## src/rtl/isa_cmd_frontend.sv

```systemverilog
// Host-side command front end for the ISA bus-cycle sequencer: collects command/address/data
// bytes, drives the sequencer request and returns read data. Optional abort timer: CMD_TIMEOUT_EN.
module isa_cmd_frontend #(
    parameter int TIMEOUT_CYCLES = 64
) (
    input  logic        clk,
    input  logic        reset,
    input  logic [7:0]  host_data,
    input  logic        host_stb,
    output logic        host_ack,
    output logic [7:0]  control_out,
    input  logic        control_reset,
    input  logic        data_load,
    output logic [15:0] isa_addr,
    output logic [7:0]  isa_wdata,
    input  logic [7:0]  isa_rdata,
    output logic [7:0]  rd_data,
    output logic        rd_valid,
    input  logic        rd_ready,
    output logic        busy,
    output logic        err
);

    typedef enum logic [2:0] {
        S_CMD  = 3'd0,
        S_ALO  = 3'd1,
        S_AHI  = 3'd2,
        S_DATA = 3'd3,
        S_WAIT = 3'd4,
        S_RESP = 3'd5
    } state_t;

    state_t state;
    state_t state_next;

    logic op_write;
    logic accept;
    logic cmd_legal;
    logic done;
    logic timeout;

    // Bytes are only taken while collecting a command; WAIT/RESP ignore the host link.
    assign accept    = host_stb && ((state == S_CMD) || (state == S_ALO) ||
                                    (state == S_AHI) || (state == S_DATA));
    assign cmd_legal = host_data[0] ^ host_data[1];
    assign done      = (state == S_WAIT) && !control_reset;

`ifdef CMD_TIMEOUT_EN
    localparam int CNT_W = ($clog2(TIMEOUT_CYCLES + 1) > 8) ? $clog2(TIMEOUT_CYCLES + 1) : 8;

    logic [CNT_W-1:0] wait_cnt;
    logic             err_q;

    // Counter sits at zero outside S_WAIT, so it is already cleared on entry.
    always_ff @(posedge clk) begin
        if (!reset) begin
            wait_cnt <= '0;
        end else if (state != S_WAIT) begin
            wait_cnt <= '0;
        end else begin
            wait_cnt <= wait_cnt + CNT_W'(1);
        end
    end

    assign timeout = (state == S_WAIT) && control_reset &&
                     (wait_cnt == CNT_W'(TIMEOUT_CYCLES - 1));

    always_ff @(posedge clk) begin
        if (!reset) begin
            err_q <= 1'b0;
        end else if (timeout) begin
            err_q <= 1'b1;
        end else if (accept && (state == S_CMD)) begin
            err_q <= 1'b0;
        end
    end

    assign err = err_q;
`else
    assign timeout = 1'b0;
    assign err     = 1'b0;
`endif

    always_ff @(posedge clk) begin
        if (!reset) begin
            state <= S_CMD;
        end else begin
            state <= state_next;
        end
    end

    // Normal completion is checked before the timeout so a late control_reset still wins.
    always_comb begin
        state_next = state;
        case (state)
            S_CMD:  if (accept && cmd_legal) state_next = S_ALO;
            S_ALO:  if (accept) state_next = S_AHI;
            S_AHI:  if (accept) state_next = op_write ? S_DATA : S_WAIT;
            S_DATA: if (accept) state_next = S_WAIT;
            S_WAIT: begin
                if (done) begin
                    state_next = op_write ? S_CMD : S_RESP;
                end else if (timeout) begin
                    state_next = S_CMD;
                end
            end
            S_RESP: if (rd_ready) state_next = S_CMD;
            default: state_next = S_CMD;
        endcase
    end

    always_comb begin
        control_out = 8'h00;
        if (state == S_WAIT) begin
            control_out = {6'b0, op_write, !op_write};
        end
        busy     = (state != S_CMD);
        rd_valid = (state == S_RESP);
    end

    // Address and write data move only when their own byte is accepted.
    always_ff @(posedge clk) begin
        if (!reset) begin
            host_ack  <= 1'b0;
            op_write  <= 1'b0;
            isa_addr  <= 16'h0000;
            isa_wdata <= 8'h00;
            rd_data   <= 8'h00;
        end else begin
            host_ack <= accept;
            if ((state == S_CMD) && accept && cmd_legal) begin
                op_write <= host_data[1];
            end
            if ((state == S_ALO) && accept) begin
                isa_addr[7:0] <= host_data;
            end
            if ((state == S_AHI) && accept) begin
                isa_addr[15:8] <= host_data;
            end
            if ((state == S_DATA) && accept) begin
                isa_wdata <= host_data;
            end
            if ((state == S_WAIT) && !op_write && !data_load) begin
                rd_data <= isa_rdata;
            end
        end
    end

endmodule

```

## config.mk

```make
export PLATFORM = sky130hd
export DESIGN_NAME = isa_cmd_frontend
export DESIGN_NICKNAME = d
export VERILOG_FILES = /design/src/rtl/isa_cmd_frontend.sv
export SDC_FILE = /design/constraint.sdc
export NUM_CORES = 1
export LEC_CHECK = 0
export ABC_AREA = 1
export BUFFER_PORTS_ARGS = -buffer_cell sky130_fd_sc_hd__buf_2
export CAP_MARGIN = 20
export CORE_ASPECT_RATIO = 0.9
export CORE_MARGIN = 2
export CORE_UTILIZATION = 45
export DETAILED_ROUTE_END_ITERATION = 8
export PLACE_DENSITY = 0.76
export SYNTH_ARGS = -nofsm -noshare
export SYNTH_HDL_FRONTEND = slang
export SYNTH_SLANG_ARGS = --single-unit
```

## constraint.sdc

```tcl
create_clock -name clk -period 2.32 [get_ports clk]
set_input_delay 0.232 -clock clk [delete_from_list [all_inputs] [get_ports clk]]
set_output_delay 0.232 -clock clk [all_outputs]
set_load 0.02 [all_outputs]
```

==> run metrics, run 1 <==
status finished clean; worst hold path class primary input to flop; num ports 66; placed cell count 303; clk root buf clkbuf_8; mux share of post-synthesis cell area 0%; combinational share of power 33.8%; leading area contributor after synthesis dfxtp_1; drt pass-1 iters 4; htree depth 2; Critical path buffers and inverters 2; 1st-iter DRT viols 59; CTS resizes 0; # DRC 0; top-area cell type share of the netlist area 48.5%; top post-synthesis cells by area dfxtp_1 (49%), nor2_1 (13%), o21ai_0 (7.2%); worst slew pin tran 0.600 ns; critical path startpoint category flop; Synth cell types 19; Final setup viols 0; total power 0.00198 W; crit-path max FO 11; main combinational cell family by area after synthesis simple AND/OR/NAND/NOR gates; part of the cycle the worst path needs 72.3%; max_cap viols 0; Final Critical Period 1.68 ns; Multi-input gate area 648 um2; Worst Hold Depth 3; critical path's slowest cell dfxtp_1; normalized max-slew margin 59.8%; Reg power frac 41.4%; layout cells sized above 1 28.5%; skew final 0.00292 ns; n_diodes 0; number of global-route vias before repair 1249; IO buf count 58; Levels on crit path 4; pwr dens 1040 nW/um2; crit end category output pin; die height 59.3 um; post-synthesis simple-gate area fraction 26.0%; Required @ worst endpoint 2.09 ns; routability cong. 0.910; Total GRT Usage 18.5%; clock transition at the registers of the reported paths 0.07 ns; compound-cell area share of the yosys netlist 14.8%; Clock Sinks 37; Finished Layout Cells 311; worst setup path class flop to output pin; Clk pwr share 24.8%; row count 20; Clock Tree Buf Depth 2; final wirelength 3450 um; crit path cell chain nor2_2 > nand3_1 > inv_1 > buf_2; area grow syn2layout 25.2%; Final Hold Viols 0; register area 741 um2; synthesized area per cell 7.37 um2; Avg WL per Cell 11.1 um; largest net degree at the start of global routing 30; post-synthesis cell area 1530 um2; CTS Buf Count 5; R2R Setup Slk 0.71 ns; initial antenna violation count 0; leakage power 0.987 nW; Vias 1476; full die area 3870 um2; sw power 0.000748 W; Switching Fraction 37.8%; CTS tree built; worst reg-to-reg path cell count 5; Core Box Area 3300 um2; Fin Setup TNS 0 ns; Synth Area in Adders 0%; Initial Util 46.2%; Post-DRT Antenna Nets 0; fin. max-slew vios 0; Via density 4.75; post-CTS setup buffer count 0; RSZ-0062 raised after global routing no; HPWL after DPL 2470 um; Peak VDD IR 0.459 mV; Seq/Total Area, Yosys 48.5%; Synth Area in XOR/XNOR 0%; worst endpoint data arrival time 1.45 ns; fillers 314; Die Wd 65.4 um; first-pass GRT wire length 5460 um; Peak Freq 0.596 GHz; CP max stage delay 0.38 ns; clk_lat worst skew 0.29 ns; hold-fix buffers at CTS 0; internal power 0.00123 W; Yosys reg bits 37; GRT overflow 0; Nets 288; Crit path max-delay family buffers and inverters; Synth Warn # 0; Synth Instances 207
## cells in the final DEF (no fill, tap or decap)
cell / instances
buf_2: 58
nor2_1: 52
dfxtp_1: 37
nand2_1: 23
o21ai_0: 22
a21oi_1: 19
nand3_1: 13
inv_1: 12
conb_1: 7
clkbuf_8: 7
o21ai_1: 4
nor2_2: 3
inv_2: 2
nor3_2: 2
clkinv_1: 2
buf_4: 2
nand2_4: 1
clkinv_2: 1
## power groups by stage
stage               Clock, W  Combinational (W)  Sequential (W)
global route        0.000523           0.000748        0.000830
floorplan                  0           0.000386        0.000935
global placement           0           0.000666        0.000832
CTS                 0.000501           0.000670        0.000819
detailed placement         0           0.000667        0.000831
finish              0.000491           0.000668        0.000819
## layer usage
metal | part of all wire, % | GRT usage (%)
met5 | 0 | 0
met4 | 2.0 | 7.14
met3 | 6.2 | 6.08
met2 | 41 | 27.4
met1 | 50 | 25.1
## kinds of logic after synthesis
| group | after synthesis |
|---|---|
| other | 1 |
| AO/OA/AOI/OAI | 45 |
| AND/OR/NAND/NOR | 94 |
| flip-flops | 37 |
| buffers and inverters | 30 |
## synth_stat cells
| cell type | instances |
|---|---|
| buf_2 | 2 |
| a21oi_1 | 19 |
| nand2_4 | 1 |
| buf_6 | 1 |
| nor2_1 | 52 |
| conb_1 | 1 |
| nor3_2 | 2 |
| nor2_2 | 3 |
| nand2_1 | 23 |
| nand3_1 | 13 |
| o21ai_1 | 4 |
| clkbuf_1 | 1 |
| inv_1 | 12 |
| dfxtp_1 | 37 |
| clkbuf_4 | 1 |
| inv_2 | 2 |
| buf_4 | 9 |
| o21ai_0 | 22 |
| clkinv_1 | 2 |
## worst paths after layout
check / start / endpoint
worst min register to register: rd_data[4] / rd_data[4]
worst min-delay path: host_data[4] / isa_addr[4]
worst max register to register: state[1] / isa_addr[12]
worst max-delay path: state[0] / control_out[0]
## flip-flops by register name, summed over array words and instances, names as in the netlist
signal	flops
state	3
rd_data	8
op_write	1
isa_wdata	8
isa_addr	16
host_ack	1
## cell type report
class / instances / area share [%]
Clock buffer: 7 / 5.04
Clock inverter: 1 / 0.262
Inverter: 16 / 3.14
Multi-Input combinational cell: 146 / 33.9
Sequential cell: 37 / 38.8
Tap cell: 44 / 2.88
Timing Repair Buffer: 60 / 16.0
## per-stage QoR
step           utilization [%]  area, um2  hold slack [ns]  setup WS [ns]
5_1_grt                   57.8       1910            0.213          0.517
4_1_cts                   57.8       1910            0.200          0.639
3_3_place_gp              54.8       1810            0.447          0.841
6_report                  57.8       1910            0.204          0.643
3_5_place_dp              54.8       1810            0.452          0.760
2_1_floorplan                -       1550            0.367           1.14
## worst min-delay path, stage by stage
cell and delay, ns:
buf_2 0.10, nor2_1 0.04, nor2_1 0.08
(Power assumes the default switching activity.)
==> run 2, diff against run 1 <==
--- a/config.mk
+++ b/config.mk
@@ -10,9 +10,9 @@
 export CAP_MARGIN = 20
 export CORE_ASPECT_RATIO = 0.9
 export CORE_MARGIN = 2
-export CORE_UTILIZATION = 45
+export CORE_UTILIZATION = 42
 export DETAILED_ROUTE_END_ITERATION = 8
-export PLACE_DENSITY = 0.76
+export PLACE_DENSITY = 0.75
 export SYNTH_ARGS = -nofsm -noshare
 export SYNTH_HDL_FRONTEND = slang
 export SYNTH_SLANG_ARGS = --single-unit
==> constraint.sdc (replaced) <==
create_clock -name clk -period 1.5 [get_ports clk]
set_input_delay 0.15 -clock clk [delete_from_list [all_inputs] [get_ports clk]]
set_output_delay 0.15 -clock clk [all_outputs]
set_load 0.02 [all_outputs]
==> run 2 against run 1 <==
  * Global-route usage grew 0.63 points
  * Non-clock buffer count grew 5
  * Combinational power up 63%
  * Sequential share of layout area down 1.1 points
  * Routed wire length rose by 8.1%
  * Sequential cell count unchanged
  * Via count up 2.5%
  * Clock skew rose by 0.0046 ns
  * Design area rose by 3.7%
  * Critical path type unchanged
  * Critical endpoint unchanged
  * Largest cell class unchanged
  * Largest power group unchanged
  * Highest routed layer unchanged
==> run metrics, run 2 (same netlist as run 1, synthesis figures left out) <==
largest net degree at the start of global routing 21 (-30%); fin. max-slew vios 0 (unchanged); status finished clean; worst setup path class flop to output pin; initial antenna violation count 0 (unchanged); Peak VDD IR 0.888 mV (+93%); CTS Buf Count 5 (unchanged); leakage power 1.02 nW (+3.2%); Required @ worst endpoint 1.35 ns (-0.74 ns); Worst Hold Endpoint isa_addr[7]; placed cell count 308 (+1.7%); worst reg-to-reg path cell count 6 (+1); met2 Track Usage GR 32.2% (+4.8 points); most frequent cells in the layout buf_2 (57), nor2_1 (52), dfxtp_1 (35); pre-CTS WS 0.203 ns (-0.556 ns); drt pass-1 iters 4 (unchanged); final wirelength 3730 um (+8.1%); GRT overflow 0 (unchanged); utilization of the core after routing 57.8% (-0.067 points); routability cong. 0.798 (-12%); Final Hold Viols 0 (unchanged); Die Wd 67.5 um (+3.3%); R2R Setup Slk 0.16 ns (-0.55 ns); Post-DRT Antenna Nets 0 (unchanged); clk root buf clkbuf_8; RSZ-0062 raised after global routing no; Worst R2R Start state[1]; Final Critical Period 1.40 ns; max_cap viols 0 (unchanged); IO buf count 58 (unchanged); max FFs per register 16 (unchanged); clock transition at the registers of the reported paths 0.07 ns (about the same); worst endpoint data arrival time 1.25 ns (-0.20 ns); die height 61.2 um (+3.3%); Peak Freq 0.712 GHz; Min-Delay Startpoint host_data[7]; Initial Util 44.5% (-1.7 points); Reg with most FFs isa_addr; Via density 4.79 (+0.88%); Avg WL per Cell 11.8 um (+6.4%); register area 746 um2 (+0.68%); CTS tree built; commonest non-fill, non-tap cell in the layout buf_2; skew final 0.00750 ns (+0.00458 ns); row count 20 (unchanged); # DRC 0 (unchanged); htree depth 2 (unchanged); n_diodes 0 (unchanged); Total GRT Usage 19.1% (+0.63 points); Clock Sinks 37 (unchanged); crit end category output pin; HPWL after DPL 2740 um (+11%); crit-path max FO 9 (-2); worst hold path class primary input to flop; Finished Layout Cells 316 (+1.6%); part of the cycle the worst path needs 93.6%; Crit. Startpoint state[0]; Final setup viols 0 (unchanged); Clock Tree Buf Depth 2 (unchanged); Core Box Area 3430 um2 (+3.8%); critical path startpoint category flop; Worst R2R End isa_addr[2]; Worst Hold Depth 3 (unchanged); number of global-route vias before repair 1371 (+9.8%); clk_lat worst skew 0.29 ns (about the same); 1st-iter DRT viols 74 (+25%); Vias 1513 (+2.5%); GR Util met3 4.39% (-1.7 points); full die area 4130 um2 (+6.7%); Fin Setup TNS 0 ns (unchanged); GRT busiest layer met2; Nets 293 (+1.7%); met1 usage 23.9% (-1.2 points); Multi-input gate area 658 um2 (+1.5%); fillers 344 (+9.6%); Final WS setup 0.0963 ns (-0.547 ns); area grow syn2layout 29.8%; layout cells sized above 1 30.9% (+2.4 points); hold-fix buffers at CTS 0 (unchanged); num ports 66 (unchanged); biggest regs isa_addr x16, isa_wdata x8, rd_data x8; first-pass GRT wire length 5910 um (+8.4%); pwr dens 1650 nW/um2 (+59%)
## run 2: what timing repair did
| action | 4_1_cts | 5_1_grt |
|---|---|---|
| cloned | 0 | 0 |
| buffers inserted | 0 | 0 |
| hold endpoints to repair | 0 | 0 |
| resized for setup | 2 | 5 |
| setup endpoints to repair | 1 | 1 |
## run 2: worst max-delay path, stage by stage (launching register included)
cell	delay (ns)
dfxtp_4	0.38
nor2_4	0.13
nand3_2	0.09
inv_2	0.07
buf_4	0.15
buf_4	0.15
## run 2: final cells by class
cell class | instances | area share [%]
multi-input cells | 146 | 33.2
flip-flops and latches | 37 | 37.7
inverters | 16 | 3.03
repair buffers | 65 | 17.4
well taps | 44 | 2.78
clock inverters | 1 | 1.52
clock buffers | 7 | 4.36
## run 2: power by group
group	internal (W)	total (W)	switching, W
Sequential	0.00116	0.00129	0.000130
Clock	0.000542	0.000882	0.000341
Combinational	0.000368	0.00109	0.000719
Total	0.00207	0.00326	0.00119
## run 2: per-layer routing
layer	wire [um]	up-vias
met5	0	-
met4	79	0
met3	250	7
met2	1670	49
met1	1730	680
li1	-	777
## run 2: worst max path at each step
stage | cells past startpoint | to | slack [ns]
CTS | 5 | control_out[0] | 0.02
finish | 5 | control_out[0] | 0.1
detailed placement | 6 | isa_addr[2] | 0.20
global route | 5 | control_out[0] | 0.02
global placement | 7 | state[0] | 0.26
floorplan | 7 | state[0] | 0.32
## run 2: metrics by stage
step | cell area [um2] | hold WS (ns) | total power [W]
after global routing | 1980 | 0.132 | 0.00346
after global placement | 1850 | 0.413 | 0.00234
after detailed placement | 1850 | 0.414 | 0.00236
after floorplan | 1550 | 0.285 | 0.00204
final | 1980 | 0.117 | 0.00326
after CTS | 1970 | 0.110 | 0.00326
==> run 3, diff against run 2 <==
--- a/config.mk
+++ b/config.mk
@@ -11,6 +11,7 @@
 export CORE_ASPECT_RATIO = 0.9
 export CORE_MARGIN = 2
 export CORE_UTILIZATION = 42
+export CTS_BUF_LIST = sky130_fd_sc_hd__clkbuf_4 sky130_fd_sc_hd__clkbuf_8 sky130_fd_sc_hd__clkbuf_16
 export DETAILED_ROUTE_END_ITERATION = 8
 export PLACE_DENSITY = 0.75
 export SYNTH_ARGS = -nofsm -noshare
==> run 3 against run 2 <==
  * Maximum frequency is the same
  * Critical path depth stayed put
  * Die area unchanged
  * Clock skew unchanged
  * First-iteration DRC count unchanged
  * Routed wire length is the same
==> run metrics, run 3 (same netlist as run 1, synthesis figures left out) <==
status finished clean; Initial Util 44.5% (unchanged); crit end category output pin; 1st-iter DRT viols 74 (unchanged); Final setup viols 0 (unchanged); part of the cycle the worst path needs 93.6% (unchanged); biggest regs isa_addr x16, isa_wdata x8, rd_data x8; crit-path max FO 9 (unchanged); CP max stage delay 0.38 ns (about the same); max_cap viols 0 (unchanged); layout cells sized above 1 31.3% (+0.37 points); Total GRT Usage 19.1% (unchanged); Post-DRT Antenna Nets 0 (unchanged); skew final 0.00750 ns (unchanged); max FFs per register 16 (unchanged); Worst path most repeated cell buf_4; initial antenna violation count 0 (unchanged); Peak VDD IR 0.888 mV (about the same); number of global-route vias before repair 1371 (unchanged); Peak Freq 0.712 GHz (unchanged); worst hold path class primary input to flop; row count 20 (unchanged); Clock Tree Buf Depth 2 (unchanged); first-pass GRT wire length 5910 um (unchanged); final wirelength 3730 um (unchanged); Reg with most FFs isa_addr; fin. max-slew vios 0 (unchanged); IO buf count 58 (unchanged); Avg WL per Cell 11.8 um (unchanged); die height 61.2 um (unchanged); worst endpoint data arrival time 1.25 ns (about the same); largest net degree at the start of global routing 21 (unchanged); # DRC 0 (unchanged); clock transition at the registers of the reported paths 0.07 ns (about the same); Placed Area 1850 um2 (unchanged); commonest non-fill, non-tap cell in the layout buf_2; worst setup path class flop to output pin; Core Box Area 3430 um2 (unchanged); num ports 66 (unchanged); critical path startpoint category flop; clk root buf clkbuf_8; post-CTS setup buffer count 0 (unchanged); crit path cell chain nor2_4 > nand3_2 > inv_2 > buf_4 > buf_4; Clock Sinks 37 (unchanged); drt pass-1 iters 4 (unchanged); Fin Setup TNS 0 ns (unchanged); Nets 293 (unchanged); n_diodes 0 (unchanged); Via density 4.79 (unchanged); RSZ-0062 raised after global routing no; pwr dens 1650 nW/um2 (+0.37%); Die Wd 67.5 um (unchanged); full die area 4130 um2 (unchanged); post-route design area 1980 um2 (+0.19%); clk_lat worst skew 0.29 ns (about the same); most frequent cells in the layout buf_2 (57), nor2_1 (52), dfxtp_1 (35); Final Critical Period 1.40 ns (unchanged); critical path's slowest cell dfxtp_4; pre-CTS WS 0.203 ns (unchanged); GRT overflow 0 (unchanged); leakage power 1.02 nW (+0.34%); Vias 1513 (unchanged); Required @ worst endpoint 1.35 ns (about the same); CTS Buf Count 5 (unchanged); routability cong. 0.798 (unchanged); htree depth 2 (unchanged); area grow syn2layout 30.0%; Final Hold Viols 0 (unchanged); Final WS setup 0.0963 ns (unchanged); CTS tree built; HPWL after DPL 2740 um (unchanged)
[run 3: path summary, 6_finish.rpt]
kind,start,endpoint,slack (ns),cells past startpoint
worst max-delay path,state[0],control_out[0],0.1,5
worst min-delay path,host_data[7],isa_addr[7],0.12,3
worst max register to register,state[1],isa_addr[2],0.16,6
worst min register to register,rd_data[3],rd_data[3],0.46,2
[run 3: final cells by class]
cell class	count	area, um2
Sequential cell	37	746
Tap cell	44	55.1
Clock buffer	7	90.1
Clock inverter	1	30.0
Multi-Input combinational cell	146	658
Timing Repair Buffer	65	345
Fill cell	343	1440
Inverter	16	60.1
[run 3: through the flow]
step                hold WS, ns  std cells  power, W  util, %
global route              0.132        316   0.00348     57.9
CTS                       0.109        316   0.00328     57.5
finish                    0.117        316   0.00328     57.9
global placement          0.413        308   0.00234     53.9
floorplan                 0.285        213   0.00204        -
detailed placement        0.414        308   0.00236     53.9
[run 3: report_power, final]
group	switching [W]	leakage (nW)	internal, W
clock network	0.000341	0.0619	0.000560
logic	0.000719	0.658	0.000368
registers	0.000130	0.302	0.00116
total	0.00119	1.02	0.00209
[run 3: worst max-delay path, delay by kind of cell (launching register included)]
family / cells / cell delay [ns]
buf+inv: 3 / 0.37
simple gates: 2 / 0.22
flops: 1 / 0.38
[run 3: what timing repair did]
item                                   in CTS  in global routing
endpoints found under the hold margin       0                  0
gates cloned                                0                  0
setup endpoints to repair                   1                  1
hold buffers                                0                  0
resized for setup                           2                  5
[run 3: per-layer routing]
layer / track usage (%) / up-vias / routed length, um
met5: 0 / - / 0
met4: 7.58 / 0 / 79
met3: 4.39 / 7 / 250
met2: 32.2 / 49 / 1670
met1: 23.9 / 680 / 1730
li1: - / 777 / -
